===== config.mk =====
export PLATFORM = sky130hd
export DESIGN_NAME = mod_setting_loader_flat
export DESIGN_NICKNAME = d
export VERILOG_FILES = /design/src/rtl/mod_setting_loader_if.sv /design/src/rtl/mod_setting_loader.sv /design/src/flat_wrapper.sv
export SDC_FILE = /design/constraint.sdc
export NUM_CORES = 1
export LEC_CHECK = 0
export CORE_UTILIZATION = 59
export CTS_BUF_LIST = sky130_fd_sc_hd__clkbuf_2
export CTS_CLUSTER_DIAMETER = 80
export DETAILED_ROUTE_END_ITERATION = 10
export PLACE_DENSITY_LB_ADDON = 0.25
export SYNTH_ARGS = -nofsm -noshare
export SYNTH_HDL_FRONTEND = slang
export SYNTH_SLANG_ARGS = --single-unit
export TNS_END_PERCENT = 10

===== constraint.sdc =====
create_clock -name CLK -period 6.4 [get_ports CLK]
set_clock_uncertainty 0.15 [all_clocks]
set_input_delay 1.28 -clock CLK [delete_from_list [all_inputs] [get_ports CLK]]
set_output_delay 1.28 -clock CLK [all_outputs]
set_load 0.02 [all_outputs]

===== src/rtl/mod_setting_loader_if.sv =====
// Bundle between the setting loader, its controller BRAM read port and the
// settings consumer.
//   CTL_ADDR / CTL_DOUT : BRAM read address out, read data back
//   MEM_WR_SEGMENT .. TRANSITION_VALUE : committed setting outputs
//   UPDATE : one-cycle pulse in the cycle the outputs take new values
// master = loader side, slave = BRAM/consumer side.
interface mod_setting_loader_if;
  localparam int unsigned ADDR_W = 8;
  localparam int unsigned DATA_W = 16;

  logic [ADDR_W-1:0] CTL_ADDR;
  logic [DATA_W-1:0] CTL_DOUT;
  logic              MEM_WR_SEGMENT;
  logic              REQ_RD_SEGMENT;
  logic [15:0]       CYCLE0;
  logic [15:0]       CYCLE1;
  logic [31:0]       FREQ_DIV0;
  logic [31:0]       FREQ_DIV1;
  logic [31:0]       REP0;
  logic [31:0]       REP1;
  logic [7:0]        TRANSITION_MODE;
  logic [63:0]       TRANSITION_VALUE;
  logic              UPDATE;

  modport master (
    output CTL_ADDR,
    input  CTL_DOUT,
    output MEM_WR_SEGMENT, REQ_RD_SEGMENT, CYCLE0, CYCLE1, FREQ_DIV0,
           FREQ_DIV1, REP0, REP1, TRANSITION_MODE, TRANSITION_VALUE, UPDATE
  );

  modport slave (
    input  CTL_ADDR,
    output CTL_DOUT,
    input  MEM_WR_SEGMENT, REQ_RD_SEGMENT, CYCLE0, CYCLE1, FREQ_DIV0,
           FREQ_DIV1, REP0, REP1, TRANSITION_MODE, TRANSITION_VALUE, UPDATE
  );
endinterface


===== src/rtl/mod_setting_loader.sv =====
// Watches the mod-set flag (bit 0 of controller word 0x00). On a rising edge
// it reads words 0x20..0x30 into shadow registers, then commits them to the
// setting outputs all at once with a one-cycle UPDATE pulse.
// Ports:
//   CLK : system clock, rising edge
//   RST : synchronous active-high reset
//   bus : mod_setting_loader_if.master (BRAM read port + setting outputs)
// Parameter ReadLatency (1..4): BRAM cycles from address to data.
module mod_setting_loader #(
  parameter int unsigned ReadLatency = 2
) (
  input  logic                        CLK,
  input  logic                        RST,
  mod_setting_loader_if.master        bus
);
  localparam int unsigned ADDR_W           = 8;
  localparam int unsigned DATA_W           = 16;
  localparam int unsigned NUM_WORDS        = 17;
  localparam int unsigned IDX_W            = 5;
  localparam int unsigned CTL_FLAG_MOD_SET = 0;
  localparam logic [ADDR_W-1:0] ADDR_CTL_FLAG = 8'h00;
  localparam logic [ADDR_W-1:0] ADDR_FIRST    = 8'h20;
  localparam logic [ADDR_W-1:0] ADDR_LAST     = 8'h30;

  typedef enum logic [1:0] {IDLE, LOAD, COMMIT} state_t;

  state_t            state_q, state_d;
  logic [ADDR_W-1:0] addr_q, addr_d;
  logic              issue_q, issue_d;
  logic              start_load;
  logic              commit;

  logic [ReadLatency-1:0] tag_vld_q;
  logic [ADDR_W-1:0]      tag_addr_q [ReadLatency];
  logic [DATA_W-1:0]      shadow_q   [NUM_WORDS];
  logic                   flag_prev_q;

  logic              ret_vld;
  logic [ADDR_W-1:0] ret_addr;
  logic [IDX_W-1:0]  ret_idx;
  logic              flag_sample;
  logic              flag_rise;
  logic              data_hit;
  logic              last_hit;

  logic              mem_wr_q, req_rd_q, update_q;
  logic [15:0]       cycle0_q, cycle1_q;
  logic [31:0]       freq_div0_q, freq_div1_q, rep0_q, rep1_q;
  logic [7:0]        trans_mode_q;
  logic [63:0]       trans_value_q;

  // Returning read is identified purely by the tag that left with its address.
  assign ret_vld     = tag_vld_q[ReadLatency-1];
  assign ret_addr    = tag_addr_q[ReadLatency-1];
  assign ret_idx     = IDX_W'(ret_addr - ADDR_FIRST);
  assign flag_sample = ret_vld && (ret_addr == ADDR_CTL_FLAG);
  assign flag_rise   = flag_sample && !flag_prev_q && bus.CTL_DOUT[CTL_FLAG_MOD_SET];
  assign data_hit    = ret_vld && (ret_addr >= ADDR_FIRST) && (ret_addr <= ADDR_LAST);
  assign last_hit    = ret_vld && (ret_addr == ADDR_LAST);

  // Next state and next issued address.
  always_comb begin
    state_d    = state_q;
    addr_d     = ADDR_CTL_FLAG;
    issue_d    = 1'b1;
    start_load = 1'b0;
    commit     = 1'b0;
    unique case (state_q)
      IDLE: begin
        if (flag_rise) begin
          state_d    = LOAD;
          addr_d     = ADDR_FIRST;
          start_load = 1'b1;
        end
      end
      LOAD: begin
        // Issue 0x20..0x30 back to back, then idle the port until 0x30 returns.
        issue_d = 1'b0;
        if (issue_q && (addr_q != ADDR_LAST)) begin
          addr_d  = addr_q + 8'd1;
          issue_d = 1'b1;
        end
        if (last_hit) begin
          state_d = COMMIT;
        end
      end
      COMMIT: begin
        state_d = IDLE;
        commit  = 1'b1;
      end
      default: state_d = IDLE;
    endcase
  end

  // State and address register.
  always_ff @(posedge CLK) begin
    if (RST) begin
      state_q <= IDLE;
      addr_q  <= ADDR_CTL_FLAG;
      issue_q <= 1'b1;
    end else begin
      state_q <= state_d;
      addr_q  <= addr_d;
      issue_q <= issue_d;
    end
  end

  // Tag valids; flushed when a load starts so stale flag reads are dropped.
  always_ff @(posedge CLK) begin
    if (RST || start_load) begin
      tag_vld_q <= '0;
    end else begin
      for (int i = int'(ReadLatency) - 1; i > 0; i--) begin
        tag_vld_q[i] <= tag_vld_q[i-1];
      end
      tag_vld_q[0] <= issue_q;
    end
  end

  // Tag addresses only matter when their valid bit is set.
  always_ff @(posedge CLK) begin
    for (int i = int'(ReadLatency) - 1; i > 0; i--) begin
      tag_addr_q[i] <= tag_addr_q[i-1];
    end
    tag_addr_q[0] <= addr_q;
  end

  // Flag history and shadow capture.
  always_ff @(posedge CLK) begin
    if (RST) begin
      flag_prev_q <= 1'b0;
      for (int i = 0; i < int'(NUM_WORDS); i++) begin
        shadow_q[i] <= '0;
      end
    end else begin
      if (flag_sample) begin
        flag_prev_q <= bus.CTL_DOUT[CTL_FLAG_MOD_SET];
      end
      if (data_hit) begin
        shadow_q[ret_idx] <= bus.CTL_DOUT;
      end
    end
  end

  // Setting outputs move only on commit, all together.
  always_ff @(posedge CLK) begin
    if (RST) begin
      update_q      <= 1'b0;
      mem_wr_q      <= 1'b0;
      req_rd_q      <= 1'b0;
      cycle0_q      <= '0;
      cycle1_q      <= '0;
      freq_div0_q   <= '0;
      freq_div1_q   <= '0;
      rep0_q        <= '0;
      rep1_q        <= '0;
      trans_mode_q  <= '0;
      trans_value_q <= '0;
    end else begin
      update_q <= commit;
      if (commit) begin
        mem_wr_q      <= shadow_q[0][0];
        req_rd_q      <= shadow_q[1][0];
        cycle0_q      <= shadow_q[2];
        freq_div0_q   <= {shadow_q[4], shadow_q[3]};
        cycle1_q      <= shadow_q[5];
        freq_div1_q   <= {shadow_q[7], shadow_q[6]};
        rep0_q        <= {shadow_q[9], shadow_q[8]};
        rep1_q        <= {shadow_q[11], shadow_q[10]};
        trans_mode_q  <= shadow_q[12][7:0];
        trans_value_q <= {shadow_q[16], shadow_q[15], shadow_q[14], shadow_q[13]};
      end
    end
  end

  // Upper bits of the flag-style words carry no setting.
  logic unused_bits;
  assign unused_bits = ^{shadow_q[0][15:1], shadow_q[1][15:1], shadow_q[12][15:8]};

  assign bus.CTL_ADDR         = addr_q;
  assign bus.UPDATE           = update_q;
  assign bus.MEM_WR_SEGMENT   = mem_wr_q;
  assign bus.REQ_RD_SEGMENT   = req_rd_q;
  assign bus.CYCLE0           = cycle0_q;
  assign bus.CYCLE1           = cycle1_q;
  assign bus.FREQ_DIV0        = freq_div0_q;
  assign bus.FREQ_DIV1        = freq_div1_q;
  assign bus.REP0             = rep0_q;
  assign bus.REP1             = rep1_q;
  assign bus.TRANSITION_MODE  = trans_mode_q;
  assign bus.TRANSITION_VALUE = trans_value_q;
endmodule

===== src/flat_wrapper.sv =====
// flat-port wrapper written by rule: the top's interface ports become plain ports
module mod_setting_loader_flat 
#(
  parameter int unsigned ReadLatency = 2
)
  (CLK, RST, bus_CTL_ADDR, bus_CTL_DOUT, bus_MEM_WR_SEGMENT, bus_REQ_RD_SEGMENT, bus_CYCLE0, bus_CYCLE1, bus_FREQ_DIV0, bus_FREQ_DIV1, bus_REP0, bus_REP1, bus_TRANSITION_MODE, bus_TRANSITION_VALUE, bus_UPDATE);
  mod_setting_loader_if bus_i ();
  input  logic CLK;
  input  logic RST;
  output wire logic [$bits(bus_i.CTL_ADDR)-1:0] bus_CTL_ADDR;
  input wire logic [$bits(bus_i.CTL_DOUT)-1:0] bus_CTL_DOUT;
  output wire logic [$bits(bus_i.MEM_WR_SEGMENT)-1:0] bus_MEM_WR_SEGMENT;
  output wire logic [$bits(bus_i.REQ_RD_SEGMENT)-1:0] bus_REQ_RD_SEGMENT;
  output wire logic [$bits(bus_i.CYCLE0)-1:0] bus_CYCLE0;
  output wire logic [$bits(bus_i.CYCLE1)-1:0] bus_CYCLE1;
  output wire logic [$bits(bus_i.FREQ_DIV0)-1:0] bus_FREQ_DIV0;
  output wire logic [$bits(bus_i.FREQ_DIV1)-1:0] bus_FREQ_DIV1;
  output wire logic [$bits(bus_i.REP0)-1:0] bus_REP0;
  output wire logic [$bits(bus_i.REP1)-1:0] bus_REP1;
  output wire logic [$bits(bus_i.TRANSITION_MODE)-1:0] bus_TRANSITION_MODE;
  output wire logic [$bits(bus_i.TRANSITION_VALUE)-1:0] bus_TRANSITION_VALUE;
  output wire logic [$bits(bus_i.UPDATE)-1:0] bus_UPDATE;
  assign bus_CTL_ADDR = bus_i.CTL_ADDR;
  assign bus_i.CTL_DOUT = bus_CTL_DOUT;
  assign bus_MEM_WR_SEGMENT = bus_i.MEM_WR_SEGMENT;
  assign bus_REQ_RD_SEGMENT = bus_i.REQ_RD_SEGMENT;
  assign bus_CYCLE0 = bus_i.CYCLE0;
  assign bus_CYCLE1 = bus_i.CYCLE1;
  assign bus_FREQ_DIV0 = bus_i.FREQ_DIV0;
  assign bus_FREQ_DIV1 = bus_i.FREQ_DIV1;
  assign bus_REP0 = bus_i.REP0;
  assign bus_REP1 = bus_i.REP1;
  assign bus_TRANSITION_MODE = bus_i.TRANSITION_MODE;
  assign bus_TRANSITION_VALUE = bus_i.TRANSITION_VALUE;
  assign bus_UPDATE = bus_i.UPDATE;
  mod_setting_loader #(.ReadLatency(ReadLatency)) u_core (.CLK(CLK), .RST(RST), .bus(bus_i));
endmodule

Word level (Yosys, flattened, before mapping):

Memory sizes are Yosys's and may differ from the RTL's. A register that Yosys moved wholly into a read port is not among the register bits.
Index checks and enable logic that the tools add are counted.

* bits in registers: 15
* word-level logic and storage cells: 51
* memories kept: 2
* input port bits: 18
* memory bits (writable): 288

Memory list
* u_core.shadow_q: depth 17, width 16, rd ports 17, clocked after memory_dff 17, write ports 17, RTL line mod_setting_loader.sv:35 `logic [DATA_W-1:0] shadow_q [NUM_WORDS];`
* u_core.tag_addr_q: depth 2, width 8, rd ports 2, clocked after memory_dff 0, write ports 2, RTL line mod_setting_loader.sv:34 `logic [ADDR_W-1:0] tag_addr_q [ReadLatency];`

* multiplexer cells: 18
* equal/unequal tests: 6
* reduce and logical (&&, ||, !) cells: 14
* $lt $le $gt $ge: 2
* bitwise operators: 1
* $add $sub $neg: 2

Operator list (number)
* 16-bit 2-to-1 mux: 1
* 8-bit case mux with 2 select lines: 1
* 16-bit OR reduction: 1
* 1-bit 2-to-1 mux: 10
* 8-bit by 1-bit adder with 8-bit output (second input constant): 1
* 8-bit by 6-bit == test with 1-bit output (second input constant): 1
* 8-bit by 6-bit greater-or-equal comparator with 1-bit output (second input constant): 1
* 8-bit by 6-bit less-or-equal comparator with 1-bit output (second input constant): 1
* 8-bit zero test: 1
* 8-bit 2-to-1 mux: 1
* 8-bit by 6-bit inequality test with 1-bit output (second input constant): 1
* 1-bit logical AND: 7
* 6-bit 2-to-1 mux: 1
* 5-bit 2-to-1 mux: 1
* 5-bit by 1-bit subtractor with 5-bit output (second input constant): 1
* 2-bit 2-to-1 mux: 2
* 2-bit by 1-bit inequality test with 1-bit output (second input constant): 2
* 2-bit case mux with 2 select lines: 1
* 2-bit by 1-bit == test with 1-bit output (second input constant): 1
* 2-bit == test (second input constant): 1
* 2-bit zero test: 1
* 2-bit AND reduction: 1
* 2-bit OR reduction: 1
* 1-bit zero test: 1
* other kinds (2): 2

Logic depth before layout (Yosys ltp):

An unclocked memory read counts as a cell.

* word-level depth: 9
* depth in mapped cells: 7
* gate-level depth less buffers: 6

Least setup slack after synthesis:

OpenSTA, ideal clock, no wires.

* path type: in2reg
* start: input RST
* end: memory u_core.shadow_q[10][0] (enable)
* setup slack: 2.898 ns
* data arrival time: 2.940 ns
* library setup time: 0.411 ns
* path buffers: 0
* stages on the path: 3
* required time: 5.839 ns
* cells stage by stage: nor2_4 > nand4b_4 > o21ai_0

RTL lines
* start: declaration: RTL line flat_wrapper.sv:9 `input logic RST;`
* end: declaration: RTL line mod_setting_loader.sv:35

Worst setup path after layout:

* start: register u_core.addr_q[0], in the netlist u_core.bus.CTL_ADDR[0]
* end: output bus_CTL_ADDR[0]

RTL lines
* start: declaration: RTL line mod_setting_loader.sv:28 `logic [ADDR_W-1:0] addr_q, addr_d;`
* start signal: assignment: RTL line mod_setting_loader.sv:103 `addr_q <= addr_d;`
* end: declaration: RTL line flat_wrapper.sv:10 `output wire logic [$bits(bus_i.CTL_ADDR)-1:0] bus_CTL_ADDR;`

No word-level cell between the ends.

==> out/metrics.yaml <==
outcome:
  outcome: "complete, no violations"
flow_run:
  drv_cap: 0
route:
  viasPerCell: 5.29
  routed_wl_um: 43900
  drc: 0
  drtAntennaViolNets: 0
  post_drt_wl_per_cell_um: 18.2
  vias: 12743
  drtIter0Drc: 1286
  first_pass_iters: 5
floorplanning:
  fp.dieH_um: 176
  fp-row-count: 63
  start_util: 0.602
  ios: 261
  die_x_um: 176
  die_area_sq_mm: 0.0311
  coreArea_sq_mm: 0.0298
pwr:
  leakagePower_uw: 0.00767
  vdd_drop_max_v: 0.000146
  combPwrFrac: 0.024
  pwr-share-clk: 0.357
  sequentialPowerShare: 0.620
  p_sw_uw: 1340
  p_sw_frac: 0.244
  p_int_uw: 4150
  p_per_area_mw_per_mm2: 253
finish:
  area_delta_synth_final_pct: 21.1
  drive_gt1_frac: 0.113
  nFillCells: 2149
  multi_input_comb_area_sq_mm: 0.00511
  final_cell_mix: "nand2_1 (474), dfxtp_1 (265), clkdlybuf4s50_1 (259)"
  fin_area_sq_mm: 0.0217
  final_common_cell: "nand2_1"
  register_area_sq_mm: 0.0123
  fin_nets: 1937
logic_synthesis:
  synth_top_family_by_area: "simple AND/OR/NAND/NOR gates"
  synth-adder-area-share: 0.00140
  yosysWarnings: 0
  synth_area_sq_mm: 0.0179
  synth_compound_gate_area_share: 0.0704
  ys_seq_area_frac: 0.688
  syn_nets: 1662
  synth_mux_area_frac: 0.000558
  synthSimpleGateAreaFrac: 0.208
  async_flop_share: 0
  synth_xor_area_frac: 0.00293
  synth_cells: 1642
  synth_edf_count: 234
  ys_types: 43
  ys_seq_elements: 499
  syn_avg_cell_area_sq_um: 10.9
  synth_ff_type: "dfxtp_1"
clock_network:
  cts_hold_buf: 0
  htree_num_levels: 3
  cts_tree: "done"
  cts_resized: 0
  insertion_delay_ns: 0.95
  clock_path_buffers: 3
  clkSinkCount: 499
  cts_buffers: 112
  clk_pin_slew_ns: 0.11
  postCtsSetupBuffers: 0
  clockRootBuffer: "clkbuf_2"
critical_path:
  crit_chain: "clkdlybuf4s50_1"
  crit_family: "buffers and inverters"
  crit_buf_inv: 1
  worst_setup_path_start_kind: "register"
  required_ns: 4.97
  arrival_ns: 2.08
  cp-end-kind: "primary output"
  reg2reg_slack_ns: 3.44
  cp_max_fo: 8
  crit_type: "reg -> out"
  cp_slowest_stage_delay_ns: 0.67
  cpMaxStageDelayCell: "clkdlybuf4s50_1"
placement:
  place_area_sq_mm: 0.0206
  place_ws_ns: 2.47
  io_buffers: 260
  hpwl_um: 26300
  place.gp.congestion: 0.783
sta:
  worst_pin_slew_ns: 1.27
  tns_ns: 0
  finalHoldViolations: 0
  max_freq_mhz: 285
  whs_ns: 0.181
  rsz0062_at_grt: "no"
  min_period_ns: 3.51
  setup_viol: 0
  slew_violations: 0
  relSlewSlack: 0.153
  setup_slack_ns: 2.89
  period_share: 0.548
global_route:
  grt_max_degree: 114
  overflow: 0
  grt_use_total: 0.283
  grt_pass1_wl_um: 67100
  first_global_vias: 12290
  antenna_found_initial: 3
worst_hold_path:
  hold_path.class: "reg -> reg"
==> Yosys cell counts, types with 2 or more instances <==
cell      count  area share
nor3_1        2     0.00056
and3_1        2     0.00070
nand2b_1      3      0.0010
and2_2        6      0.0025
xnor2_1       4      0.0020
ha_1          2      0.0014
inv_1         5      0.0010
nor3_4        2      0.0018
buf_6         4      0.0025
clkbuf_1     52       0.011
edfxtp_1    234        0.39
nand4b_4      2      0.0027
nor2_2        5      0.0017
and2_1      226       0.079
buf_4         2     0.00084
dfxtp_1     265        0.30
buf_2        39       0.011
nor2_4        8      0.0050
nor4b_1       3      0.0015
nand2_1     474       0.099
or2_2         3      0.0010
xor2_1        2     0.00098
o21ai_0      12      0.0033
a21oi_1     235       0.066
buf_1        13      0.0027
nand3_1       5      0.0014
nor2_1       14      0.0029
clkbuf_2      3     0.00084
==> sequential cells by signal, indices dropped and copies added, names as in the netlist, 8 cells and up <==
signal	cells
bus_REP1	32
u_core.bus.CTL_ADDR	8
bus_TRANSITION_VALUE	64
bus_TRANSITION_MODE	8
u_core.tag_addr_q	16
bus_FREQ_DIV1	32
bus_FREQ_DIV0	32
bus_CYCLE1	16
u_core.shadow_q	234
bus_REP0	32
bus_CYCLE0	16
==> path summary, 6_finish.rpt <==
kind                      startpoint                        to  depth (start not counted)
max           u_core.bus.CTL_ADDR[0]           bus_CTL_ADDR[0]                          1
min          u_core.tag_addr_q[0][2]  u_core.tag_addr_q[0][10]                          0
max reg2reg        u_core.state_q[0]            bus_CYCLE0[15]                          4
min reg2reg  u_core.tag_addr_q[0][2]  u_core.tag_addr_q[0][10]                          0
==> metrics by stage <==
step | cells | power (uW) | util
after floorplan | 1642 | 3530 | -
after global placement | 2192 | 3600 | 0.693
after detailed placement | 2192 | 3600 | 0.693
after CTS | 2404 | 5520 | 0.728
after global routing | 2407 | 5700 | 0.729
final | 2408 | 5480 | 0.729
==> layer usage <==
layer  vias to the layer above  wire [um]  global-route usage
li1                       6049          -                   -
met1                      6129      17700               0.364
met2                       500      21900               0.480
met3                        65       3310              0.0558
met4                         0        961              0.0984
met5                         -          0                   0
==> layout make-up <==
| class | instances | area share |
|---|---|---|
| flip-flops and latches | 499 | 0.568 |
| well taps | 390 | 0.0225 |
| repair buffers | 274 | 0.125 |
| multi-input cells | 1025 | 0.235 |
| clock buffers | 165 | 0.0380 |
| inverters | 5 | 0.000864 |
| clock inverters | 47 | 0.0104 |
| diodes | 3 | 0.000346 |
==> logic make-up (layout without fill, tap and decap cells) <==
| family | Yosys count | in the layout |
|---|---|---|
| simple gates | 766 | 766 |
| xor+xnor | 6 | 6 |
| other cells | 0 | 3 |
| buf+inv | 118 | 491 |
| fa+ha+maj | 2 | 2 |
| mux | 1 | 1 |
| compound gates | 250 | 250 |
| flops | 499 | 499 |
==> power by group through the flow <==
stage / Clock (uW) / Sequential, uW / Combinational, uW
final: 1950 / 3400 / 129
after global routing: 2160 / 3410 / 135
after CTS: 1990 / 3400 / 128
after detailed placement: 0 / 3470 / 127
after global placement: 0 / 3470 / 124
after floorplan: 0 / 3470 / 62.2
No activity file was read; power rests on OpenSTA's default activity.
==> patch 1, RTL diff (same flow settings) <==
`NUM_WORDS`: 17 -> 34.
--- a/src/rtl/mod_setting_loader.sv
+++ b/src/rtl/mod_setting_loader.sv
@@ -16,5 +16,5 @@
   localparam int unsigned ADDR_W           = 8;
   localparam int unsigned DATA_W           = 16;
-  localparam int unsigned NUM_WORDS        = 17;
+  localparam int unsigned NUM_WORDS        = 34;
   localparam int unsigned IDX_W            = 5;
   localparam int unsigned CTL_FLAG_MOD_SET = 0;
Formal check against the unedited RTL: no difference found for any inputs over 4 cycles, from zero or initial values and one cycle with RST high; that may be too few to reach the edited logic, so the function may still have changed.
==> patch 1 against the unedited design <==
- wire length is 1.1% higher
- synthesized cell count is 0.61% higher
- total power is 3.3% higher
- final area is 0.74% higher
- setup slack better by 0.031 ns
- count of clock-buffer cells in the layout is 16 higher
- sequential cell count stayed put
- synthesized area is 0.53% higher
- largest cell class unchanged
- highest routed layer unchanged
==> patch 1: results (changes against the unedited design) <==
grt:
  antenna_found_initial: 1  # was 3
  grt_usage: 0.286  # was 0.283
  grt_max_degree: 128  # was 114
worst_setup_path:
  reg2reg_depth: 3  # was 4
  worstReg2RegStart: "u_core.tag_addr_q[0][9]"  # was u_core.state_q[0]
  worstPathArrival_ns: 2.05  # was 2.08 ns
synthesis:
  synthMuxAreaShare: 0.000555  # was 0.000558
  synth-compound-area-share: 0.0684  # was 0.0704
  synthAdderAreaFrac: 0.00139  # was 0.00140
  synth_cell_types: 45  # was 43
  syn-num-nets: 1672  # was 1662
routing:
  met1_length_um: 17700  # about the same
  met2_wirelength_um: 21600  # was 21900 um
  drt-initial-drc-count: 994  # was 1286
  vias: 12900  # was 12700
power_and_ir_drop:
  p_sw_mw: 1.35  # was 1.34 mW
  peakVddDrop_mv: 0.132  # was 0.146 mV
place:
  place_area_um2: 20700  # was 20600 um2
  gp_congestion: 0.809  # was 0.783
  dp_hpwl_um: 26900  # was 26300 um
  dp_slack_ns: 2.27  # was 2.47 ns
final_layout:
  nonClkBufAreaFrac: 0.122  # was 0.125
  n_multi_input_combinational_cell: 1035  # was 1025
  multi_input_area_share: 0.239  # was 0.235
  final-clk-cell-share: 0.0523  # was 0.0484
  drive_above_1_share: 0.118  # was 0.113
timing:
  worst_slew_pin_slew_ns: 1.23  # was 1.27 ns
cts:
  clock_latency_ns: 0.98  # was 0.95 ns
outcome:
  run_status: "complete, no violations"  # unchanged
patch 1: changes by cell type after synthesis, sizes merged, moves of 3 or more:
cell	change
nor4	+5
and2	+3
nor2	-12
clkbuf	+28
o21ai	-8
nand2b	+3
or2	+12
nor3	+6
buf	-27
patch 1: power groups by stage:
stage                     sequential, mW  clock, mW  combinational [mW]
after floorplan                     3.47          0              0.0648
after global placement              3.48          0               0.122
after detailed placement            3.48          0               0.125
after CTS                           3.41       2.16               0.126
after global routing                3.42       2.33               0.131
final                               3.41       2.13               0.126
patch 1: path summary, 6_finish.rpt:
kind                              end  slack [ns]
max                   bus_CTL_ADDR[3]        2.92
min reg2reg  u_core.tag_addr_q[0][10]        0.16
min          u_core.tag_addr_q[0][10]        0.16
max reg2reg    u_core.shadow_q[6][15]        3.53
patch 1: routing by layer:
metal / vias up / global-route usage
met1: 6112 / 0.366
li1: 6068 / -
met5: - / 0
met4: 0 / 0.126
met3: 101 / 0.0591
met2: 608 / 0.472
==> patch 2, RTL diff (config.mk and constraints unchanged) <==
Made on the original files. Re-encode `state_t` (3 states) as one-hot, 3 bits wide.
--- a/src/rtl/mod_setting_loader.sv
+++ b/src/rtl/mod_setting_loader.sv
@@ -23,5 +23,5 @@
   localparam logic [ADDR_W-1:0] ADDR_LAST     = 8'h30;
 
-  typedef enum logic [1:0] {IDLE, LOAD, COMMIT} state_t;
+  typedef enum logic [2:0] {IDLE = 3'b001, LOAD = 3'b010, COMMIT = 3'b100} state_t;
 
   state_t            state_q, state_d;
Formal check against the unedited RTL: no difference found for any inputs over 4 cycles, from zero or initial values and one cycle with RST high; so few cycles prove little.
==> patch 2 against the unedited design <==
- core utilization about the same
- total power up 0.56%
- final area decreased by 0.28%
- synthesized area is 0.50% lower
- synthesized cell count up 0.30%
- cell count increased by 0.21%
- setup slack better by 0.034 ns
- wire length up 0.27%
- sequential cell count up 1
==> patch 2: results (changes against the unedited design) <==
grt:
  grt_max_degree: 112  # was 114
  grt_pass1_vias: 12100  # was 12300
  met3_usage: 0.0626  # was 0.0558
  grt_usage: 0.283  # about the same
  grt_use_met1: 0.373  # was 0.364
  antenna_found_initial: 6  # was 3
  grt_pass1_wl_um: 66500  # was 67100 um
  use_met2: 0.464  # was 0.480
final_layout:
  fillers: 2117  # was 2149
  fin_nets: 1942  # was 1937
  largest_reg_flops: 234  # unchanged
  drive_above_1_share: 0.130  # was 0.113
worst_setup_path:
  worst-path-max-fanout: 5  # was 8
  slowest_delay_ns: 0.65  # was 0.67 ns
  worstPathArrival_ns: 2.05  # was 2.08 ns
  reg2reg_depth: 5  # was 4
  worstReg2RegStart: "u_core.state_q[0]"  # unchanged
  slowest_stage: "clkdlybuf4s50_1"  # unchanged
  r2r_end: "bus_FREQ_DIV0[7]"  # was bus_CYCLE0[15]
  r2r_setup_slack_ns: 3.60  # was 3.44 ns
min_path:
  holdCritPathClass: "reg -> reg"  # unchanged
  hold_end: "u_core.tag_addr_q[0][15]"  # was u_core.tag_addr_q[0][10]
  hold_start: "u_core.tag_addr_q[0][7]"  # was u_core.tag_addr_q[0][2]
synthesis:
  synth_edf_count: 234  # unchanged
  synth_cell_types: 37  # was 43
  synth-main-ff-cell: "dfxtp_1"  # unchanged
  yosysSeqAreaShare: 0.692  # was 0.688
  async_flop_share: 0  # unchanged
  synth.area.top_cells: "edfxtp_1 39%, dfxtp_1 30%, nand2_1 10%"  # was edfxtp_1 39%, dfxtp_1 30%, nand2_1 9.9%
  syn-num-nets: 1667  # was 1662
  yosys-top-cells-count: "476 x nand2_1, 266 x dfxtp_1, 234 x a21oi_1, 234 x edfxtp_1, 185 x and2_1"  # was 474 x nand2_1, 265 x dfxtp_1, 235 x a21oi_1, 234 x edfxtp_1, 226 x and2_1
timing:
  whs_ns: 0.166  # was 0.181 ns
  relSlewSlack: 0.226  # was 0.153
  hold_violations: 0  # unchanged
outcome:
  run_status: "complete, no violations"  # unchanged
place:
  gp_congestion: 0.782  # was 0.783
  dp_hpwl_um: 26200  # was 26300 um
routing:
  avgRoutedWirePerCell_um: 18.2  # about the same
  drt-initial-drc-count: 982  # was 1286
  vias: 12800  # was 12700
  dr.pass1.iters: 5  # unchanged
cts:
  cts_resized: 0  # unchanged
  clk_pin_slew_ns: 0.11  # about the same
  clock_latency_ns: 0.97  # was 0.95 ns
  clockRootBuffer: "clkbuf_2"  # unchanged
  clockBufferDepth: 3  # unchanged
  cts_setup_buffers: 0  # unchanged
  numCtsBuffers: 112  # unchanged
power_and_ir_drop:
  switching_share: 0.243  # was 0.244
  p_leak_nw: 7.59  # was 7.67 nW
  peakVddDrop_mv: 0.130  # was 0.146 mV
## patch 2: metrics by stage
| stage | worst slack (ns) | area, um2 | utilization | power [mW] | std cells |
|---|---|---|---|---|---|
| 6_report | 2.92 | 21700 | 0.729 | 5.51 | 2413 |
| 5_1_grt | 2.81 | 21700 | 0.729 | 5.73 | 2412 |
| 4_1_cts | 2.84 | 21600 | 0.729 | 5.54 | 2411 |
| 3_5_place_dp | 2.28 | 20600 | 0.693 | 3.62 | 2198 |
| 3_3_place_gp | 2.39 | 20600 | 0.693 | 3.62 | 2198 |
| 2_1_floorplan | 2.83 | 17800 | - | 3.55 | 1647 |
## patch 2: cell type report
cell class	count	area share
antenna	2	0.000231
clock buffer	180	0.0416
clock inverter	33	0.00670
inverter	7	0.00121
multi-input combinational	1028	0.232
sequential	500	0.570
tap	390	0.0225
timing repair buffer	273	0.125
## patch 2: power by group through the flow
| stage | combinational [mW] | sequential [mW] | clock [mW] |
|---|---|---|---|
| after CTS | 0.125 | 3.42 | 1.99 |
| after global placement | 0.123 | 3.49 | 0 |
| after detailed placement | 0.125 | 3.50 | 0 |
| after floorplan | 0.0588 | 3.49 | 0 |
| after global routing | 0.131 | 3.43 | 2.16 |
| final | 0.126 | 3.42 | 1.96 |
## patch 2: worst max-delay path by stage
stage / start / to / slack (ns)
after floorplan: RST / u_core.shadow_q[11][0] / 2.83
after global routing: u_core.bus.CTL_ADDR[2] / bus_CTL_ADDR[2] / 2.81
after global placement: RST / u_core.shadow_q[4][14] / 2.39
after detailed placement: RST / u_core.shadow_q[4][11] / 2.28
final: u_core.bus.CTL_ADDR[6] / bus_CTL_ADDR[6] / 2.92
after CTS: u_core.bus.CTL_ADDR[6] / bus_CTL_ADDR[6] / 2.84
## patch 2: cell families after synthesis
| logic type | Yosys count | share of synthesized area |
|---|---|---|
| adders and majority gates | 2 | 0.00140 |
| muxes | 1 | 0.000561 |
| and+or+nand+nor | 768 | 0.205 |
| DFF | 500 | 0.692 |
| xor gates and xnor gates | 6 | 0.00294 |
| buffers and inverters | 119 | 0.0275 |
| AOI/OAI and AO/OA | 251 | 0.0707 |
## patch 2: routing by layer
metal | vias up | part of all wire
met5 | - | 0
met3 | 70 | 0.088
met4 | 0 | 0.023
li1 | 6046 | -
met1 | 6148 | 0.41
met2 | 585 | 0.48
